[config.mk]
export PLATFORM = sky130hd
export DESIGN_NAME = elastic_pipe_reg
export DESIGN_NICKNAME = d
export VERILOG_FILES = /design/src/rtl/elastic_pipe_reg.sv
export SDC_FILE = /design/constraint.sdc
export NUM_CORES = 1
export LEC_CHECK = 0
export ABC_AREA = 1
export CAP_MARGIN = 20
export CORE_ASPECT_RATIO = 1.25
export CORE_MARGIN = 2
export CORE_UTILIZATION = 50
export DETAILED_ROUTE_END_ITERATION = 12
export PLACE_DENSITY = 0.85
export SYNTH_ARGS = -nofsm -noshare
export SYNTH_HDL_FRONTEND = slang
export SYNTH_SLANG_ARGS = --single-unit
export TNS_END_PERCENT = 30
[constraint.sdc]
create_clock -name clk -period 2 [get_ports clk]
set_clock_uncertainty 0.15 [all_clocks]
set_input_delay 0.4 -clock clk [delete_from_list [all_inputs] [get_ports clk]]
set_output_delay 0.4 -clock clk [all_outputs]
set_load 0.01 [all_outputs]
[src/rtl/elastic_pipe_reg.sv]
// Elastic pipeline register: a head entry plus an optional skid entry, with
// stall/flush control and valid/ready handshakes on both sides.
module elastic_pipe_reg #(
  parameter int WIDTH      = 64,
  parameter int SKID_EN    = 1,
  parameter int CLEAR_DATA = 1
) (
  input  logic             clk,
  input  logic             reset,
  input  logic             flush,
  input  logic             stall,
  input  logic             in_valid,
  input  logic [WIDTH-1:0] in_data,
  output logic             in_ready,
  output logic             out_valid,
  output logic [WIDTH-1:0] out_data,
  input  logic             out_ready,
  output logic [1:0]       occupancy
);

  logic             main_valid_q, main_valid_d;
  logic [WIDTH-1:0] main_data_q,  main_data_d;
  logic             skid_valid_q, skid_valid_d;
  logic [WIDTH-1:0] skid_data_q,  skid_data_d;
  logic             in_xfer, out_xfer;

  always_comb begin
    if (SKID_EN != 0) begin
      in_ready = ~skid_valid_q & ~stall & ~flush;
    end else begin
      in_ready = (~main_valid_q | out_ready) & ~stall & ~flush;
    end
  end

  assign out_valid = main_valid_q & ~stall & ~flush;
  assign out_data  = main_data_q;
  assign occupancy = {1'b0, main_valid_q} + {1'b0, skid_valid_q};
  assign in_xfer   = in_valid & in_ready;
  assign out_xfer  = out_valid & out_ready;

  // Stall needs no explicit branch: both transfers are already gated off.
  always_comb begin
    main_valid_d = main_valid_q;
    main_data_d  = main_data_q;
    skid_valid_d = skid_valid_q;
    skid_data_d  = skid_data_q;
    if (reset || flush) begin
      main_valid_d = 1'b0;
      skid_valid_d = 1'b0;
      if (CLEAR_DATA != 0) begin
        main_data_d = '0;
        skid_data_d = '0;
      end
    end else if (out_xfer) begin
      if (skid_valid_q) begin
        main_valid_d = 1'b1;
        main_data_d  = skid_data_q;
        skid_valid_d = in_xfer;
        if (in_xfer) begin
          skid_data_d = in_data;
        end
      end else begin
        main_valid_d = in_xfer;
        if (in_xfer) begin
          main_data_d = in_data;
        end
      end
    end else if (in_xfer) begin
      if (!main_valid_q) begin
        main_valid_d = 1'b1;
        main_data_d  = in_data;
      end else begin
        skid_valid_d = 1'b1;
        skid_data_d  = in_data;
      end
    end
    if (SKID_EN == 0) begin
      skid_valid_d = 1'b0;
      skid_data_d  = '0;
    end
  end

  always_ff @(posedge clk) begin
    main_valid_q <= main_valid_d;
    main_data_q  <= main_data_d;
    skid_valid_q <= skid_valid_d;
    skid_data_q  <= skid_data_d;
  end

endmodule

-- Word level (Yosys, flattened, before mapping)
Index checks and enable logic that the tools add are counted.
- add/sub/neg operators: 1
- eq/ne operators: 2
- multiplexer cells: 16
- bitwise logic cells: 9
- reduce and logical (&&, ||, !) cells: 7
- operators by type and width (cell ; count):
    two-way mux 64 bit ; 9
    two-way mux 1 bit ; 7
    AND 1 bit ; 6
    AND reduction 3 bit ; 2
    nonzero test 2 bit ; 3
    NOT 1 bit ; 3
    adder 1 x 1 -> 2 bit ; 1
    inequality test 2 x 1 -> 1 bit (second input constant) ; 1
    inequality test 2 bit (second input constant) ; 1
    AND reduction 2 bit ; 1
    logical OR 1 bit ; 1
- bits in registers: 130
- bits of input ports: 70
- output and inout bits: 68
- logic and storage cells: 39

-- Logic depth before layout (Yosys ltp)
- word-level depth: 7
- mapped depth: 12
- depth with buffers taken out: 9

-- Worst setup path after synthesis
OpenSTA, ideal clock, no wires.
- path type: reg-to-output
- start point: register main_valid_q
- end point: output out_valid
- data arrival time: 1.111 ns
- data required time: 1.450 ns
- setup slack: 0.339 ns
- stages on the path, launching flop included: 6
- path buffers: 3
- path through: dfxtp_1 -> buf_2 -> inv_2 -> nor3_2 -> buf_2 -> buf_2
- cells in the longest elaborated chain, start to end: 2
- ends and longest elaborated chain (element ; line ; source):
    from (decl) ; 21 ; logic main_valid_q, main_valid_d;
    from (signal assigned) ; 84 ; main_valid_q <= main_valid_d;
    AND 1 bit (2 in a row) ; 35 ; assign out_valid = main_valid_q & ~stall & ~flush;
    to (decl) ; 15 ; output logic out_valid,
No other way between the ends.

-- Final worst setup path
- start point: register main_data_q[44] (netlist: out_data[44])
- end point: output out_data[44]
- RTL lines (element ; line ; source):
    from (decl) ; 22 ; logic [WIDTH-1:0] main_data_q, main_data_d;
    from (signal assigned) ; 85 ; main_data_q <= main_data_d;
    to (decl) ; 16 ; output logic [WIDTH-1:0] out_data,
No word-level cell between the ends.

==> run metrics <==
Setup crit end kind output port; synth warn 0; CP peak stage delay 0.58 ns; Min-Delay Path Class flop to flop; first-pass iteration count of the detailed router 5; worst reg-to-reg setup slack 0.18 ns; synth unique cells 22; Final setup viols 0; DR DRC count 0; hold slack 0.324 ns; total of max-cap violations 0; most frequent cells in the layout nand2_1 (406), nor2_1 (209), clkdlybuf4s50_1 (130), dfxtp_1 (128), inv_1 (108); Worst Hold Depth 2; CP delay by family, top buffers and inverters; period utilisation layout 0.952; Synth Cell Area 0.00670 sq mm; final RePlAce weighted congestion 0.798; startpoint types flop; reg-to-reg startpoint main_valid_q; row count 47; Worst Hold Launch skid_data_q[26]; critical path required time 1.45 ns; fin. max-slew vios 0; Leak 4.41 nW; commonest non-fill, non-tap cell in the layout nand2_1; hpwl dp 10800 microns; routed wire length per instance 12.1 microns; FMAX 525 MHz; port bufs 137; Post-Synthesis Cells 1097; DRT antenna net count 0; htree depth 4; clock root cell clkbuf_16; critical path's slowest cell clkdlybuf4s50_1; Die W 108 microns; RSZ-0062 raised after global routing false; worst reg2reg path depth 9; CP arrival 1.35 ns; diode count 0; Layout area overhead 33.3%; Chip Height 133 microns; Worst slew margin 0.717; Syn Nets 1168; CTS buffer count 17; average cell area after synthesis 6.11 sq um; GRT Overall Usage 0.234; Clock Sink Count 130; VDD IR max 0.000496 V; worst-path fanout max 2; register bit total from synthesis 130; Longest Clk Path Bufs 2; FF-to-FF End skid_data_q[33]; Die ar. 0.0143 sq mm; CTS tree built; iteration-0 DRC count of the detailed router 481; via count 6891; sequential area share after synthesis 0.388; Pwr Density 693 mW/mm^2; Routed WL 16900 microns; initial core utilization 0.509; largest net degree at the start of global routing 82; final net count 1284; Bufs and invs on worst path 1; Reg clk slew, reported paths 0.06 ns; share of cells above drive strength 1 0.0678; Setup CP Type flop to output port; DR vias/cell 4.94; first-pass GRT wire length 27800 microns; initial antenna violation count 0; total negative slack 0 ns; clock latency on the worst-skew pair 0.41 ns; minimum clock period 1.90 ns; CTS Hold Bufs 0; placeable core area 0.0132 sq mm; status finished clean; Slew @ Worst Pin 0.424 ns; crit path cell chain clkdlybuf4s50_1; number of global-route vias before repair 6044; final hold viol count 0; total grt overflow 0; Hold Path Sink skid_data_q[26]; I/O pins 138
## cells in the mapped netlist (all sizes together)
cell,number,area (sq um)
buf,47,282
nor3,1,10.0
nor2,211,800
nand2,408,1530
inv,111,419
dfxtp,130,2600
nand3,43,225
nand4,49,313
ha,1,12.5
a21boi,24,180
a21oi,1,5.00
clkbuf,31,116
o21ai,40,200
## final cells by class
type | count | area (sq um)
Clock buffer | 19 | 453
Clock inverter | 12 | 110
Fill cell | 1121 | 4240
Inverter | 111 | 419
Multi-Input combinational cell | 778 | 3310
Sequential cell | 130 | 2610
Tap cell | 171 | 214
Timing Repair Buffer | 175 | 1820
## power by group
group	internal, mW	switching (mW)
Clock	1.77	1.17
Sequential	2.62	0.0167
Combinational	0.303	0.310
Total	4.69	1.50
## kinds of logic after synthesis
group | Yosys count | share of synthesized area
DFF | 130 | 0.388
buffers and inverters | 189 | 0.122
adders and majority gates | 1 | 0.00187
and+or+nand+nor | 712 | 0.430
AOI/OAI and AO/OA | 65 | 0.0575
## what timing repair did
| item | in CTS | in global routing |
|---|---|---|
| setup endpoints to repair | 4 | 0 |
| buffers inserted | 1 | 0 |
| gates resized for setup | 10 | 0 |
## how the worst max path moves through the flow
stage	endpoint	from	cells after the start	slack [ns]
after floorplan	out_valid	main_valid_q	5	0.34
after global placement	out_valid	flush	3	-0.29
after detailed placement	out_valid	flush	3	-0.31
after CTS	out_data[43]	out_data[43]	1	0.09
after global routing	skid_data_q[33]	main_valid_q	9	0.03
final	out_data[44]	out_data[44]	1	0.1
## sequential cells by signal, indices dropped and copies added, names as in the netlist
signal / flops
skid_data_q: 64
main_valid_q: 1
out_data: 64
skid_valid_q: 1
## worst register-to-register path, cell delays in order, from the launching register on
cell,delay [ns]
dfxtp_2,0.36
inv_2,0.06
nor3_4,0.19
buf_4,0.15
nand2_2,0.07
buf_12,0.15
nand3_4,0.08
buf_12,0.23
nand2_1,0.11
a21boi_0,0.17
## layer usage
metal / GRT usage / routed length [microns] / vias up
li1: - / - / 3569
met1: 0.300 / 7480 / 3086
met2: 0.396 / 8190 / 213
met3: 0.0494 / 985 / 23
met4: 0.0691 / 230 / 0
met5: 0 / 0 / -
## through the flow
stage	total power [mW]	setup WS [ns]	cells	util	area, sq um
2_1_floorplan	2.99	0.339	1097	-	6700
3_3_place_gp	3.30	-0.291	1364	0.635	8360
3_5_place_dp	3.31	-0.306	1364	0.635	8360
4_1_cts	6.24	0.0926	1396	0.678	8930
5_1_grt	6.42	0.0329	1396	0.678	8930
6_report	6.19	0.0968	1396	0.678	8930
Power figures use the tool's default switching activity.
